`config.mk`:
```
export PLATFORM = sky130hd
export DESIGN_NAME = pipeline_ctrl
export DESIGN_NICKNAME = d
export VERILOG_FILES = /design/src/rtl/pipeline_ctrl.sv
export SDC_FILE = /design/constraint.sdc
export NUM_CORES = 1
export LEC_CHECK = 0
export ABC_AREA = 1
export CORE_UTILIZATION = 30
export CTS_CLUSTER_SIZE = 25
export DETAILED_ROUTE_END_ITERATION = 10
export GPL_ROUTABILITY_DRIVEN = 1
export GPL_TIMING_DRIVEN = 0
export PLACE_DENSITY = 0.81
export SLEW_MARGIN = 5
export SYNTH_ARGS = -nofsm -noshare
export SYNTH_HDL_FRONTEND = slang
export SYNTH_SLANG_ARGS = --single-unit
```
`constraint.sdc`:
```
create_clock -name Clock -period 1.5 [get_ports Clock]
set_input_delay 0.45 -clock Clock [delete_from_list [all_inputs] [get_ports Clock]]
set_output_delay 0.45 -clock Clock [all_outputs]
set_load 0.02 [all_outputs]
```
`src/rtl/pipeline_ctrl.sv`:
```
// Central stall/flush controller: merges load-use, HI/LO, mul/div structural and memory-wait
// hazards plus taken-branch flushes. Optional stall-cycle counter under PIPE_CTRL_PERF_EN.
module pipeline_ctrl #(
   parameter int unsigned MUL_LAT = 4,
   parameter int unsigned DIV_LAT = 32,
   parameter int unsigned CNT_W   = 6
) (
   input  logic        Clock,
   input  logic        Reset,
   input  logic        MemReadE,
   input  logic [4:0]  RtAddrE,
   input  logic [4:0]  RsAddrD,
   input  logic [4:0]  RtAddrD,
   input  logic        UsesRsD,
   input  logic        UsesRtD,
   input  logic        HiLoReadD,
   input  logic        MulDivStartE,
   input  logic        MulDivOpE,
   input  logic        BranchTakenE,
   input  logic        MemWaitM,
   output logic        StallF,
   output logic        StallD,
   output logic        StallE,
   output logic        StallM,
   output logic        FlushD,
   output logic        FlushE,
   output logic        FlushW,
   output logic        MulDivBusy,
   output logic [15:0] StallCycles
);

   typedef enum logic {StIdle, StMdBusy} state_e;

   state_e             state_q, state_d;
   logic [CNT_W-1:0]   cnt_q, cnt_d;
   logic               start_accept;
   logic               lu_hazard, hl_hazard, sh_hazard;

   assign MulDivBusy   = (state_q == StMdBusy);
   // A start waiting behind a busy unit is accepted only once the FSM is back in idle.
   assign start_accept = MulDivStartE & ~MemWaitM & ~MulDivBusy;

   assign lu_hazard = MemReadE & (RtAddrE != 5'd0) &
                      ((UsesRsD & (RsAddrD == RtAddrE)) | (UsesRtD & (RtAddrD == RtAddrE)));
   assign hl_hazard = HiLoReadD & (MulDivBusy | MulDivStartE);
   assign sh_hazard = MulDivStartE & MulDivBusy;

   always_comb begin
      state_d = state_q;
      cnt_d   = cnt_q;
      unique case (state_q)
         StIdle: begin
            if (start_accept) begin
               state_d = StMdBusy;
               cnt_d   = MulDivOpE ? CNT_W'(DIV_LAT) : CNT_W'(MUL_LAT);
            end
         end
         StMdBusy: begin
            cnt_d = cnt_q - 1'b1;
            if (cnt_q == CNT_W'(1)) begin
               state_d = StIdle;
            end
         end
      endcase
   end

   always_ff @(posedge Clock) begin
      if (Reset) begin
         state_q <= StIdle;
         cnt_q   <= '0;
      end else begin
         state_q <= state_d;
         cnt_q   <= cnt_d;
      end
   end

   always_comb begin
      StallF = 1'b0;
      StallD = 1'b0;
      StallE = 1'b0;
      StallM = 1'b0;
      FlushD = 1'b0;
      FlushE = 1'b0;
      FlushW = 1'b0;
      if (Reset) begin
         // all controls stay low
      end else if (MemWaitM) begin
         StallF = 1'b1;
         StallD = 1'b1;
         StallE = 1'b1;
         StallM = 1'b1;
         FlushW = 1'b1;
      end else if (sh_hazard) begin
         // E holds a mul/div, so a branch in E cannot be taken this cycle.
         StallF = 1'b1;
         StallD = 1'b1;
         StallE = 1'b1;
      end else if (BranchTakenE) begin
         FlushD = 1'b1;
         FlushE = 1'b1;
      end else if (lu_hazard | hl_hazard) begin
         StallF = 1'b1;
         StallD = 1'b1;
         FlushE = 1'b1;
      end
   end

`ifdef PIPE_CTRL_PERF_EN
   logic [15:0] stall_cnt_q, stall_cnt_d;

   always_comb begin
      stall_cnt_d = stall_cnt_q;
      if (StallF && (stall_cnt_q != 16'hFFFF)) begin
         stall_cnt_d = stall_cnt_q + 16'd1;
      end
   end

   always_ff @(posedge Clock) begin
      if (Reset) begin
         stall_cnt_q <= '0;
      end else begin
         stall_cnt_q <= stall_cnt_d;
      end
   end

   assign StallCycles = stall_cnt_q;
`else
   assign StallCycles = '0;
`endif

endmodule

```
# Word-level counts from Yosys, hierarchy flattened
# Cells that the tools add are included.
# word_totals
out_inout_bits	24
regBits	7
in_bits	25
# classes
addsub	1
n_bitwise	13
n_eq_ne	4
n_mux	24
reduce_logical	1
# op_table
op	count
1-bit 2-to-1 mux	20
6-bit 2-to-1 mux	2
6-bit case mux with 2 select lines	1
5-bit == test	2
1-bit bitwise AND	8
6-bit by 1-bit == test with 1-bit output (second input constant)	1
6-bit by 1-bit subtractor with 6-bit output (second input constant)	1
5-bit nonzero test	1
1-bit bitwise OR	3
2-bit != test (second input constant)	1
1-bit NOT	2
1-bit case mux with 2 select lines	1

# Depth between registers and ports, before layout
# logic_depth
ltp_word	10
mapped_depth	11
mapped_depth_nobuf	10

# Worst setup path before layout
# OpenSTA, ideal clock, no wires.
# synth_path
path_type	input to output
start	input RtAddrE[2]
end	output StallF
path_slack_ps	-242
arrival_time_ps	1292
path_stages	9
path_cell_list	inv_1 nand4_1 o21ai_0 inv_1 nand2_1 nand2_1 nand2_1 nand2_1 buf_4
# synth_via
elab_chain_len	10
word_cells_on_any_way	14
classes_between	eq/ne: 2; mux: 5; bitwise: 6; reduce/logical: 1
# synth_rtl
item	line	rtl
start: declaration	11	input logic [4:0] RtAddrE,
5-bit == test	44	((UsesRsD & (RsAddrD == RtAddrE)) | (UsesRtD & (RtAddrD == RtAddrE)));
1-bit bitwise AND	44	
1-bit bitwise OR	44	
1-bit bitwise AND *	43	assign lu_hazard = MemReadE & (RtAddrE != 5'd0) &
1-bit bitwise OR *	101	end else if (lu_hazard | hl_hazard) begin
1-bit 2-to-1 mux * (5 in a row)	--	
end: declaration	21	output logic StallF,
# Every way passes the cells marked *; elsewhere a longest branch is shown, timed or not.

# Worst setup path after layout
# layout_path
start	input RtAddrE[3]
end	output StallF
# layout_via
elab_chain_len	10
word_cells_on_any_way	14
classes_between	eq/ne: 2; mux: 5; bitwise: 6; reduce/logical: 1
# layout_rtl
item	line	rtl
5-bit == test	44	
1-bit bitwise AND	44	
1-bit bitwise OR	44	
1-bit bitwise AND *	43	
1-bit bitwise OR *	101	
1-bit 2-to-1 mux *	101	
1-bit 2-to-1 mux *	98	end else if (BranchTakenE) begin
1-bit 2-to-1 mux *	93	end else if (sh_hazard) begin
1-bit 2-to-1 mux *	87	end else if (MemWaitM) begin
1-bit 2-to-1 mux *	85	if (Reset) begin
# Marked as above.

==> impl_metrics.yaml <==
timing:
  slew_violations: 0
  rsz0062_at_grt: "yes"
  timing.fmax_ghz: 0.5430
  hold_viol: 0
  finalSetupViolations: 4
  skew_ps: 0.5081
  fin_crit_sh: 1.228
  setup_slack_ps: -341.7
  whs_ps: 488.3
  period_needed_ps: 1842
placed_design:
  dp_hpwl_um: 1436
  routabilityCongestion: 0.8052
  port_buffers: 31
clock_network:
  insertion_delay_ps: 250
  cts_buffers: 3
  clock-sinks: 7
  clk_pin_slew_ps: 50
  cts_hold_buf: 0
  cts_tree: "done"
  htreeDepth: 1
  clock_path_buffers: 2
  cts-root-buf: "clkbuf_4"
floorplan:
  row_count: 18
  die_x_um: 53.42
  initial_utilization: 0.3202
  fp.coreArea_um2: 2477
  fp.dieH_um: 53.42
  io_pins: 49
  dieArea_um2: 2854
global_route:
  first_global_vias: 722
  use_met3: 0.02011
  grt_pass1_wl_um: 2877
  grt_usage: 0.1360
  antenna_found_initial: 0
  grt_overflow: 0
  met1_usage: 0.1669
  grt_max_degree: 11
  grt.met2_usage: 0.2333
  busiest_layer: "met2"
min_path:
  hold_path_class: "reg -> reg"
synthesis:
  ys_seq_area_frac: 0.1767
  synth_edf_count: 0
  synth_commonest_cells: "nand2_1, inv_1, buf_4"
  synth_most_common_cell: "nand2_1"
  netlist.area_leader.share: 0.2129
  synth-main-ff-cell: "dfxtp_1"
  synth-async-reset-ratio: 0
  yosysWarnings: 0
  synth_area_per_cell_um2: 5.666
  syn_area_um2: 793.3
  synth.area.top_cells: "nand2_1, dfxtp_1, buf_4"
  ys_seq_elements: 7
  synthDistinctLibCells: 20
  syn_inst: 140
  yosys.area.top_type: "nand2_1"
pwr:
  p_per_area_nw_per_um2: 559.9
  vdd_drop_max_mv: 0.3007
  power.total_mw: 0.7580
  power.leakage_nw: 0.7597
final_layout:
  diodes: 0
  syn_to_final_growth_pct: 70.66
  nNetsFinal: 220
  fill_cells: 254
  drive_gt1_frac: 0.4427
worst_setup_path:
  cpMaxStageDelayCell: "buf_6"
  cp-endpoint: "StallF"
  crit_required_ps: 1050
  critical_path.max_stage_delay_ps: 100
  r2r-start: "cnt_q[0]"
  startpoint: "RtAddrE[3]"
  crit_path_start_kind: "primary input"
  crit_cells: 13
  cp_top_family: "simple AND/OR/NAND/NOR gates"
  critPathKind: "in -> out"
  cpMostUsedCell: "nand2_1"
  timing.rr.end: "cnt_q[4]"
  worst_setup_path_end_kind: "output port"
  cp_max_fo: 3
  reg2regPathDepth: 5
  regToRegSetupSlack_ps: 300
  critPathBufInv: 4
  path_cells: "buf_8 > inv_4 > nand2_1 > nand2_1 > nor2_1 > nand3_1 > nand2_1 > nand2_1 > nand2_1 > nand2_1 > nand2_2 > buf_6 > buf_6"
  worstPathArrival_ps: 1390
detailed_routing:
  totalWireLength_um: 1844
  drc: 0
  drt_iter0_markers: 16
  vias: 899
  drtPass1Iterations: 4
  final_antenna_net_count: 0
  drt-vias-per-instance: 4.050
  routedWlPerCell_um: 8.306
outcome:
  violations: "negative setup slack"
  status: "finished with violations"
flow_run:
  cap_violations: 0
-- stage by stage --
| step | instances | utilization | setup TNS, ps | setup slack, ps | area (µm²) |
|---|---|---|---|---|---|
| 5_1_grt | 222 | 0.5465 | -1233 | -417.2 | 1354 |
| 3_5_place_dp | 216 | 0.5040 | -7909 | -1376 | 1249 |
| 4_1_cts | 223 | 0.5247 | -994.5 | -325.4 | 1300 |
| 3_3_place_gp | 216 | 0.5040 | -7885 | -1375 | 1249 |
| 6_report | 222 | 0.5465 | -944.1 | -341.7 | 1354 |
| 2_1_floorplan | 155 | - | -293.2 | -144.1 | 900.9 |
-- sequential cells by signal, summed over array words and instances (netlist names) --
| register | count |
|---|---|
| cnt_q | 6 |
| MulDivBusy | 1 |
-- layout by cell type (no fill, tap or decap), drive strengths merged --
cell type,count
o22ai,1
a221oi,3
dlymetal6s2s,1
nor2,15
nand2,45
a21oi,3
or2,1
clkdlybuf4s15,2
buf,44
dlygate4sd2,2
clkdlybuf4s50,2
o21ai,5
dfxtp,7
xor2,1
nor3,2
nand4,1
o211ai,1
clkbuf,6
ha,2
nand3,5
conb,16
inv,27
-- worst min-delay path: stages, from the launching register on --
cell and delay (ps):
dfxtp_1 310, nand2_1 70, a21oi_1 60
-- cell type report --
| type | instances | area, µm² | area share |
|---|---|---|---|
| buffer | 18 | 138.9 | 0.1026 |
| clock buffer | 4 | 26.28 | 0.01941 |
| inverter | 27 | 136.4 | 0.1007 |
| multi-input combinational | 101 | 518.0 | 0.3826 |
| sequential | 7 | 143.9 | 0.1063 |
| tap | 30 | 37.54 | 0.02773 |
| timing repair buffer | 35 | 352.8 | 0.2606 |
-- routing by layer --
metal / share of wire / wire length, µm
met1: 0.44 / 816
met5: 0 / 0
met2: 0.47 / 863
met4: 0.0065 / 12
met3: 0.082 / 151
-- report_power, final --
group,internal (mW),switching [mW]
combinational,0.178,0.193
sequential,0.201,0.0113
clock,0.102,0.0728
total,0.481,0.277
-- cell families after synthesis --
group / after synthesis / share of synthesized area
AOI/OAI and AO/OA: 13 / 0.1152
xor gates and xnor gates: 1 / 0.01104
buffers and inverters: 47 / 0.3170
DFF: 7 / 0.1767
adders and majority gates: 2 / 0.03154
other: 1 / 0.004727
and+or+nand+nor: 69 / 0.3438
-- how the worst min path moves through the flow --
stage	to	startpoint	slack, ps	cells after the start
global route	cnt_q[5]	Reset	500	2
detailed placement	cnt_q[5]	cnt_q[5]	480	2
global placement	cnt_q[5]	cnt_q[5]	470	2
CTS	cnt_q[5]	cnt_q[5]	490	2
floorplan	cnt_q[5]	cnt_q[5]	450	2
finish	cnt_q[5]	cnt_q[5]	490	2
-- timing repair --
action | CTS | global route
setup endpoints to repair | 8 | 6
gates resized for setup | 141 | 24
setup buffers | 3 | 1
pin swaps | 26 | 20
Note: power is estimated with default switching activity, not from simulation.
